**config.mk**
```make
export PLATFORM = sky130hd
export DESIGN_NAME = uart_rx_cfg_flat
export DESIGN_NICKNAME = d
export VERILOG_FILES = /design/src/rtl/uart_rx_cfg_if.sv /design/src/rtl/uart_rx_cfg.sv /design/src/flat_wrapper.sv
export SDC_FILE = /design/constraint.sdc
export NUM_CORES = 1
export LEC_CHECK = 0
export BUFFER_PORTS_ARGS = -buffer_cell sky130_fd_sc_hd__buf_2
export CELL_PAD_IN_SITES_DETAIL_PLACEMENT = 1
export CELL_PAD_IN_SITES_GLOBAL_PLACEMENT = 2
export CORE_MARGIN = 2
export CORE_UTILIZATION = 37
export DETAILED_ROUTE_END_ITERATION = 6
export HOLD_SLACK_MARGIN = 0.15
export PLACE_DENSITY_LB_ADDON = 0.1
export SLEW_MARGIN = 30
export SYNTH_ARGS = -nofsm -noshare
export SYNTH_HDL_FRONTEND = slang
export SYNTH_SLANG_ARGS = --single-unit
```
**constraint.sdc**
```tcl
create_clock -name i_Clock -period 2.7 [get_ports i_Clock]
set_input_delay 0.54 -clock i_Clock [delete_from_list [all_inputs] [get_ports i_Clock]]
set_output_delay 0.54 -clock i_Clock [all_outputs]
set_load 0.005 [all_outputs]
```
**src/rtl/uart_rx_cfg_if.sv**
```systemverilog
// rtl/uart_rx_cfg_if.sv - serial line and received-word bundle for uart_rx_cfg
interface uart_rx_cfg_if #(
    parameter int DATA_BITS = 8
);
    logic                 i_RX_Serial;
    logic                 o_RX_DV;
    logic [DATA_BITS-1:0] o_RX_Byte;
    logic                 o_Parity_Err;
    logic                 o_Frame_Err;
    logic                 o_Busy;

    // master drives the line and consumes received words; slave is the receiver
    modport master (
        output i_RX_Serial,
        input  o_RX_DV,
        input  o_RX_Byte,
        input  o_Parity_Err,
        input  o_Frame_Err,
        input  o_Busy
    );

    modport slave (
        input  i_RX_Serial,
        output o_RX_DV,
        output o_RX_Byte,
        output o_Parity_Err,
        output o_Frame_Err,
        output o_Busy
    );
endinterface

```
**src/rtl/uart_rx_cfg.sv**
```systemverilog
// rtl/uart_rx_cfg.sv - UART receiver with configurable width, parity and stop bits
// Frame: start, DATA_BITS LSB first, optional parity, STOP_BITS stops; break-safe.
module uart_rx_cfg #(
    parameter int CLKS_PER_BIT = 217,
    parameter int DATA_BITS    = 8,
    parameter int PARITY_MODE  = 0,
    parameter int STOP_BITS    = 1
) (
    input  logic          i_Clock,
    input  logic          i_Reset,
    uart_rx_cfg_if.slave  bus
);
    localparam int CW = $clog2(CLKS_PER_BIT);
    localparam int BW = $clog2(DATA_BITS);
    localparam logic [CW-1:0] HALF_CNT  = CW'((CLKS_PER_BIT - 1) / 2);
    localparam logic [CW-1:0] LAST_CNT  = CW'(CLKS_PER_BIT - 1);
    localparam logic [BW-1:0] LAST_BIT  = BW'(DATA_BITS - 1);
    localparam logic          LAST_STOP = 1'(STOP_BITS - 1);
    localparam bit            HAS_PARITY = (PARITY_MODE != 0);

    typedef enum logic [2:0] {
        S_IDLE   = 3'd0,
        S_START  = 3'd1,
        S_DATA   = 3'd2,
        S_PARITY = 3'd3,
        S_STOP   = 3'd4,
        S_DONE   = 3'd5,
        S_BREAK  = 3'd6
    } state_t;

    state_t               r_state;
    logic                 r_rx_meta;
    logic                 r_rx_s;
    logic [CW-1:0]        r_clk_cnt;
    logic [BW-1:0]        r_bit_idx;
    logic                 r_stop_idx;
    logic                 r_par_err;
    logic                 r_frm_err;
    logic                 r_rx_dv;
    logic [DATA_BITS-1:0] r_rx_byte;
    logic                 r_parity_err;
    logic                 r_frame_err;
    logic                 r_busy;
    logic                 w_data_par;

    assign w_data_par       = ^r_rx_byte;
    assign bus.o_RX_DV      = r_rx_dv;
    assign bus.o_RX_Byte    = r_rx_byte;
    assign bus.o_Parity_Err = r_parity_err;
    assign bus.o_Frame_Err  = r_frame_err;
    assign bus.o_Busy       = r_busy;

    // Two-flop synchroniser; idles high so reset never looks like a start bit
    always_ff @(posedge i_Clock or posedge i_Reset) begin
        if (i_Reset) begin
            r_rx_meta <= 1'b1;
            r_rx_s    <= 1'b1;
        end else begin
            r_rx_meta <= bus.i_RX_Serial;
            r_rx_s    <= r_rx_meta;
        end
    end

    always_ff @(posedge i_Clock or posedge i_Reset) begin
        if (i_Reset) begin
            r_state      <= S_IDLE;
            r_clk_cnt    <= '0;
            r_bit_idx    <= '0;
            r_stop_idx   <= 1'b0;
            r_par_err    <= 1'b0;
            r_frm_err    <= 1'b0;
            r_rx_dv      <= 1'b0;
            r_rx_byte    <= '0;
            r_parity_err <= 1'b0;
            r_frame_err  <= 1'b0;
            r_busy       <= 1'b0;
        end else begin
            case (r_state)
                S_IDLE: begin
                    r_clk_cnt <= '0;
                    if (!r_rx_s) begin
                        r_state <= S_START;
                        r_busy  <= 1'b1;
                    end
                end

                S_START: begin
                    if (r_clk_cnt == HALF_CNT) begin
                        r_clk_cnt <= '0;
                        if (r_rx_s) begin
                            r_state <= S_IDLE;
                            r_busy  <= 1'b0;
                        end else begin
                            r_state    <= S_DATA;
                            r_bit_idx  <= '0;
                            r_stop_idx <= 1'b0;
                            r_par_err  <= 1'b0;
                            r_frm_err  <= 1'b0;
                        end
                    end else begin
                        r_clk_cnt <= r_clk_cnt + 1'b1;
                    end
                end

                // From here on every sample lands a whole bit after the previous mid-bit
                S_DATA: begin
                    if (r_clk_cnt == LAST_CNT) begin
                        r_clk_cnt            <= '0;
                        r_rx_byte[r_bit_idx] <= r_rx_s;
                        if (r_bit_idx == LAST_BIT) begin
                            r_bit_idx <= '0;
                            r_state   <= HAS_PARITY ? S_PARITY : S_STOP;
                        end else begin
                            r_bit_idx <= r_bit_idx + 1'b1;
                        end
                    end else begin
                        r_clk_cnt <= r_clk_cnt + 1'b1;
                    end
                end

                S_PARITY: begin
                    if (r_clk_cnt == LAST_CNT) begin
                        r_clk_cnt <= '0;
                        r_state   <= S_STOP;
                        if (PARITY_MODE == 1) begin
                            r_par_err <= w_data_par ^ r_rx_s;
                        end else begin
                            r_par_err <= ~(w_data_par ^ r_rx_s);
                        end
                    end else begin
                        r_clk_cnt <= r_clk_cnt + 1'b1;
                    end
                end

                S_STOP: begin
                    if (r_clk_cnt == LAST_CNT) begin
                        r_clk_cnt <= '0;
                        if (!r_rx_s) begin
                            r_frm_err <= 1'b1;
                        end
                        if (r_stop_idx == LAST_STOP) begin
                            r_state      <= S_DONE;
                            r_stop_idx   <= 1'b0;
                            r_rx_dv      <= 1'b1;
                            r_parity_err <= r_par_err;
                            r_frame_err  <= r_frm_err | ~r_rx_s;
                        end else begin
                            r_stop_idx <= r_stop_idx + 1'b1;
                        end
                    end else begin
                        r_clk_cnt <= r_clk_cnt + 1'b1;
                    end
                end

                S_DONE: begin
                    r_rx_dv      <= 1'b0;
                    r_parity_err <= 1'b0;
                    r_frame_err  <= 1'b0;
                    if (r_frame_err) begin
                        r_state <= S_BREAK;
                    end else begin
                        r_state <= S_IDLE;
                        r_busy  <= 1'b0;
                    end
                end

                // A held-low line must return high before another start can be seen
                S_BREAK: begin
                    if (r_rx_s) begin
                        r_state <= S_IDLE;
                        r_busy  <= 1'b0;
                    end
                end

                default: begin
                    r_state      <= S_IDLE;
                    r_clk_cnt    <= '0;
                    r_rx_dv      <= 1'b0;
                    r_parity_err <= 1'b0;
                    r_frame_err  <= 1'b0;
                    r_busy       <= 1'b0;
                end
            endcase
        end
    end
endmodule
```
**src/flat_wrapper.sv**
```systemverilog
// flat-port wrapper written by rule: the top's interface ports become plain ports
module uart_rx_cfg_flat 
#(
    parameter int CLKS_PER_BIT = 217,
    parameter int DATA_BITS    = 8,
    parameter int PARITY_MODE  = 0,
    parameter int STOP_BITS    = 1
)
  (i_Clock, i_Reset, bus_i_RX_Serial, bus_o_RX_DV, bus_o_RX_Byte, bus_o_Parity_Err, bus_o_Frame_Err, bus_o_Busy);
  uart_rx_cfg_if #(.DATA_BITS(DATA_BITS)) bus_i ();
  input  logic i_Clock;
  input  logic i_Reset;
  input wire logic [$bits(bus_i.i_RX_Serial)-1:0] bus_i_RX_Serial;
  output wire logic [$bits(bus_i.o_RX_DV)-1:0] bus_o_RX_DV;
  output wire logic [$bits(bus_i.o_RX_Byte)-1:0] bus_o_RX_Byte;
  output wire logic [$bits(bus_i.o_Parity_Err)-1:0] bus_o_Parity_Err;
  output wire logic [$bits(bus_i.o_Frame_Err)-1:0] bus_o_Frame_Err;
  output wire logic [$bits(bus_i.o_Busy)-1:0] bus_o_Busy;
  assign bus_i.i_RX_Serial = bus_i_RX_Serial;
  assign bus_o_RX_DV = bus_i.o_RX_DV;
  assign bus_o_RX_Byte = bus_i.o_RX_Byte;
  assign bus_o_Parity_Err = bus_i.o_Parity_Err;
  assign bus_o_Frame_Err = bus_i.o_Frame_Err;
  assign bus_o_Busy = bus_i.o_Busy;
  uart_rx_cfg #(.CLKS_PER_BIT(CLKS_PER_BIT), .DATA_BITS(DATA_BITS), .PARITY_MODE(PARITY_MODE), .STOP_BITS(STOP_BITS)) u_core (.i_Clock(i_Clock), .i_Reset(i_Reset), .bus(bus_i));
endmodule
```
# Word-level counts from Yosys, hierarchy flattened

Index checks and enable logic that the tools add are counted.

Word-level logic and storage cells: 106
Output and inout bits: 12
Bits of input ports: 3
Bits in registers: 31

Order comparisons: 2
Add/subtract/negate cells: 3
Bitwise logic cells: 6
Reductions and logical operators: 17
Muxes and demuxes: 45
Eq/ne operators: 20

Operators with widths:

| operator                                             | number |
|---|---|
| two-way mux 3 bit                                    | 13 |
| case mux 8 bit (3 select lines)                      | 1 |
| case mux 3 bit (7 select lines)                      | 1 |
| two-way mux 1 bit                                    | 17 |
| two-way mux 8 bit                                    | 2 |
| AND reduction 4 bit                                  | 4 |
| equality test 3 bit (second input constant)          | 4 |
| != test 2 x 1 -> 1 bit (second input constant)       | 6 |
| case mux 1 bit (2 select lines)                      | 6 |
| != test 2 bit (second input constant)                | 5 |
| adder 8 x 1 -> 8 bit (second input constant)         | 1 |
| bitwise mux 8 bit                                    | 1 |
| equality test 8 x 7 -> 1 bit (second input constant) | 1 |
| equality test 8 bit (second input constant)          | 1 |
| AND reduction 8 bit                                  | 1 |
| XOR reduction 8 bit                                  | 1 |
| equality test 3 x 2 -> 1 bit (second input constant) | 2 |
| case mux 3 bit (2 select lines)                      | 1 |
| nonzero test 2 bit                                   | 3 |
| case mux 1 bit (5 select lines)                      | 1 |
| AND reduction 5 bit                                  | 1 |
| OR reduction 5 bit                                   | 1 |
| < comparator 3 x 4 -> 1 bit (second input constant)  | 1 |
| inverter 1 bit                                       | 4 |
| other kinds (14)                                     | 14 |

# Logic depth before layout (Yosys ltp)

Depth after elaboration: 5
Mapped depth: 8
Gate-level depth less buffers: 7

# Worst setup path after synthesis

No wires, ideal clock.

Path type: register to register
Start: reg u_core.r_clk_cnt[0]
End: reg u_core.r_rx_byte[7], in the netlist u_core.bus.o_RX_Byte[7]
Setup time: 127 ps
Required time: 2,573 ps
Buffers on the path: 1
Slack: 664 ps
Arrival: 1,909 ps
Period minus slack after synthesis: 2,036 ps
Stages on the path, launching flop included: 9
Cell sequence: dfrtp_1 -> inv_1 -> ha_1 -> nand2_1 -> or4_1 -> buf_6 -> nor3b_4 -> nand4_1 -> mux2_1

Cells in the longest elaborated chain, start to end: 2

Ends and longest elaborated chain:

| what                                 | line               | source |
|---|---|---|
| from (decl)                          | uart_rx_cfg.sv:34  | `logic [CW-1:0] r_clk_cnt;` |
| from (signal assigned)               | uart_rx_cfg.sv:101 | `r_clk_cnt <= r_clk_cnt + 1'b1;` |
| from (signal assigned)               | uart_rx_cfg.sv:117 | `r_clk_cnt <= r_clk_cnt + 1'b1;` |
| from (signal assigned)               | uart_rx_cfg.sv:131 | `r_clk_cnt <= r_clk_cnt + 1'b1;` |
| equality test 8 bit                  | uart_rx_cfg.sv:107 | `if (r_clk_cnt == LAST_CNT) begin` |
| AND reduction 2 bit (no source line) | -                  |  |
| to (signal, indexed assignment)      | uart_rx_cfg.sv:109 | `r_rx_byte[r_bit_idx] <= r_rx_s;` |
| to (decl)                            | uart_rx_cfg.sv:40  | `logic [DATA_BITS-1:0] r_rx_byte;` |

Every way passes these cells.
A chain may end at the register's enable or synchronous reset.

# Worst setup path in the final report

Start: reg u_core.r_clk_cnt[0]
End: reg u_core.r_frame_err, in the netlist u_core.bus.o_Frame_Err

Cells in the longest elaborated chain, start to end: 3

Ends and longest elaborated chain:

| what                                    | line               | source |
|---|---|---|
| equality test 8 bit                     | uart_rx_cfg.sv:136 | `if (r_clk_cnt == LAST_CNT) begin` |
| != test 2 x 1 -> 1 bit (no source line) | -                  |  |
| AND reduction 3 bit (no source line)    | -                  |  |
| to (signal assigned)                    | uart_rx_cfg.sv:146 | `r_frame_err <= r_frm_err \| ~r_rx_s;` |
| to (decl)                               | uart_rx_cfg.sv:42  | `logic r_frame_err;` |

Every way passes these cells.

==> flow_summary.json <==
{
  "crit_type": "flop to flop",
  "ctsResizeCount": 0,
  "ys_seq_area_frac": 0.448,
  "post_cts_buffers": 0,
  "final_cells": 239,
  "gr-total-overflow": 0,
  "start_kind": "flop",
  "synth_cell_type_count": 43,
  "syn-instance-count": 170,
  "vias_per_cell": 5.42,
  "powerDensity_mw_per_mm2": 469,
  "fmax_mhz": 442,
  "tightest_slew_ns": 0.599,
  "fp.dieW_um": 71.4,
  "wl_per_cell_um": 15.5,
  "crit_family": "simple AND/OR/NAND/NOR gates",
  "critPathSlowestCell": "or4_1",
  "num_rows": 24,
  "fin_tns_setup_ns": 0,
  "p_seq_frac": 0.511,
  "coreArea_mm2": 0.00435,
  "ctsHoldBuffers": 0,
  "crit_chain": "inv_1, ha_1, nand2_1, or4_1, nor2_1, mux2_2, o22ai_1",
  "ant_nets": 0,
  "first_pass_iters": 4,
  "slew_headroom": 0.595,
  "syn_to_final_growth_pct": 13.1,
  "clockBufferDepth": 2,
  "post-route-drc-count": 0,
  "yosysWarnings": 0,
  "worst_slack_ns": 0.437,
  "die_h_um": 71.4,
  "multi_input_area_um2": 840,
  "clkPwrFrac": 0.472,
  "synth_nets": 177,
  "cts_sinks": 30,
  "crit_required_ns": 2.90,
  "final_common_cell": "dfrtp_1",
  "hold_violations": 0,
  "seqCellArea_um2": 753,
  "drt_iter0_markers": 29,
  "rsz0062_at_grt": "no",
  "cap_violations": 0,
  "cts_made_buffers": 5,
  "vias": 1295,
  "p_comb_frac": 0.017,
  "dieArea_mm2": 0.00510,
  "track_usage": 0.166,
  "swShare": 0.201,
  "dp_hpwl_mm": 2.76,
  "path_buf_inv": 1,
  "irDropWorstVdd_v": 0.000221,
  "p_int_uw": 714,
  "syn_area_per_cell_um2": 9.89,
  "final_net_count": 193,
  "antenna_found_initial": 0,
  "period_share": 0.838,
  "syn-cell-area_mm2": 0.00168,
  "post-place-ws_ns": 0.428,
  "cts.htree.levels": 2,
  "cpPeakStageDelay_ns": 0.66,
  "endpoint_kind": "flop",
  "power_switching_uw": 179,
  "grt_max_degree": 31,
  "p_leak_nw": 0.856,
  "min_path_type": "primary input to async pin",
  "initial_core_util": 0.386,
  "place_inst": 231,
  "cts-root-buf": "clkbuf_8",
  "ioPinCount": 15,
  "arrival_ns": 2.47,
  "cts_tree": "yes",
  "ys_ff_latch": 30,
  "grt_pass1_vias": 1365,
  "gp_congestion": 0.758,
  "cp_max_fo": 6,
  "total_power_uw": 893,
  "setup_viol_count_final": 0,
  "status": "finished clean",
  "grt_pass1_wl_mm": 6.59,
  "fin_crit_ns": 2.26,
  "drt-total-wl_mm": 3.71,
  "whs_ns": 0.324,
  "final_cell_mix": "dfrtp_1 (28), nand2_1 (20), o21ai_0 (14), buf_2 (14), a21oi_1 (9)",
  "clk_pin_slew_ns": 0.07,
  "skew_ns": 0.00631,
  "port_buffers": 14,
  "fillers": 506,
  "slew_violations": 0,
  "clk_latency_ns": 0.28,
  "num_antenna_cells": 0,
  "drive_above_1_share": 0.209
}
==> synth_stat cells, drive strengths merged <==
master	instances	area, um2
o21ai	14	70.1
a21o	2	15.0
o31a	1	8.76
nor3	3	26.3
or4b	1	10.0
mux2i	1	10.0
o22ai	2	12.5
o221ai	1	8.76
a22oi	2	15.0
nand3	5	25.0
or4	2	15.0
dfrtp	28	701
o31ai	4	30.0
nor4	2	12.5
nand4	3	18.8
dlygate4sd1	1	8.76
a22o	1	8.76
or2	1	6.26
dfstp	2	52.6
mux2	11	124
nand2b	3	18.8
clkbuf	4	15.0
xnor2	8	70.1
nor2	7	26.3
o2bb2ai	1	8.76
ha	4	50.1
inv	7	26.3
and2	2	12.5
a21oi	9	45.0
o22a	1	8.76
a32o	1	10.0
nor4b	1	8.76
buf	5	38.8
and3	1	6.26
nor3b	4	41.3
nor2b	1	6.26
nand2	20	75.1
xor2	4	35.0
==> metrics by stage <==
step                cell area (um2)  utilization
global placement               1790        0.411
CTS                            1900        0.437
floorplan                      1680            -
finish                         1900        0.437
global route                   1900        0.437
detailed placement             1790        0.411
==> cell families after synthesis <==
kind of cell,Yosys count,synth area share
simple gates,56,0.184
compound gates,39,0.144
flops,30,0.448
buf+inv,17,0.0528
xor+xnor,12,0.0625
mux,12,0.0796
fa+ha+maj,4,0.0298
==> path summary, 6_finish.rpt <==
check,from,slack [ns],cells past startpoint,endpoint
worst max-delay path,u_core.r_clk_cnt[0],0.44,7,u_core.bus.o_Frame_Err
worst min-delay path,i_Reset,0.32,3,u_core.bus.o_Frame_Err
worst max register to register,u_core.r_clk_cnt[0],0.44,7,u_core.bus.o_Frame_Err
worst min register to register,u_core.r_rx_meta,0.36,0,u_core.r_rx_s
max in group asynchronous,i_Reset,2.05,3,u_core.r_rx_meta
min in group i_Clock,bus_i_RX_Serial,0.36,1,u_core.r_rx_meta
==> area by class of cell <==
cell class / count / area share
multi-input cells: 123 / 0.441
flip-flops and latches: 30 / 0.396
clock buffers: 8 / 0.0579
repair buffers: 19 / 0.0566
well taps: 52 / 0.0342
inverters: 7 / 0.0138
==> power groups by stage <==
stage | logic [mW] | clock network (mW) | registers [mW]
finish | 0.0153 | 0.421 | 0.456
global route | 0.0185 | 0.462 | 0.456
CTS | 0.0165 | 0.436 | 0.456
detailed placement | 0.0163 | 0 | 0.465
global placement | 0.0160 | 0 | 0.464
floorplan | 0.0140 | 0 | 0.461
==> worst min-delay path, cell delays in order <==
cell   delay, ns
buf_2       0.09
inv_1       0.04
buf_4       0.35
==> registers in the layout (all words and copies together) (netlist names), 3 cells and up <==
register	cells
u_core.r_state	3
u_core.bus.o_RX_Byte	8
u_core.r_clk_cnt	8
u_core.r_bit_idx	3
==> metal layers <==
metal | global-route usage | vias to the layer above | routed length, um
met1 | 0.212 | 645 | 1700
met3 | 0.0422 | 5 | 98
met2 | 0.277 | 15 | 1870
met4 | 0.0503 | 0 | 46
li1 | - | 630 | -
met5 | 0 | - | 0
Note: power is estimated with default switching activity, not from simulation.
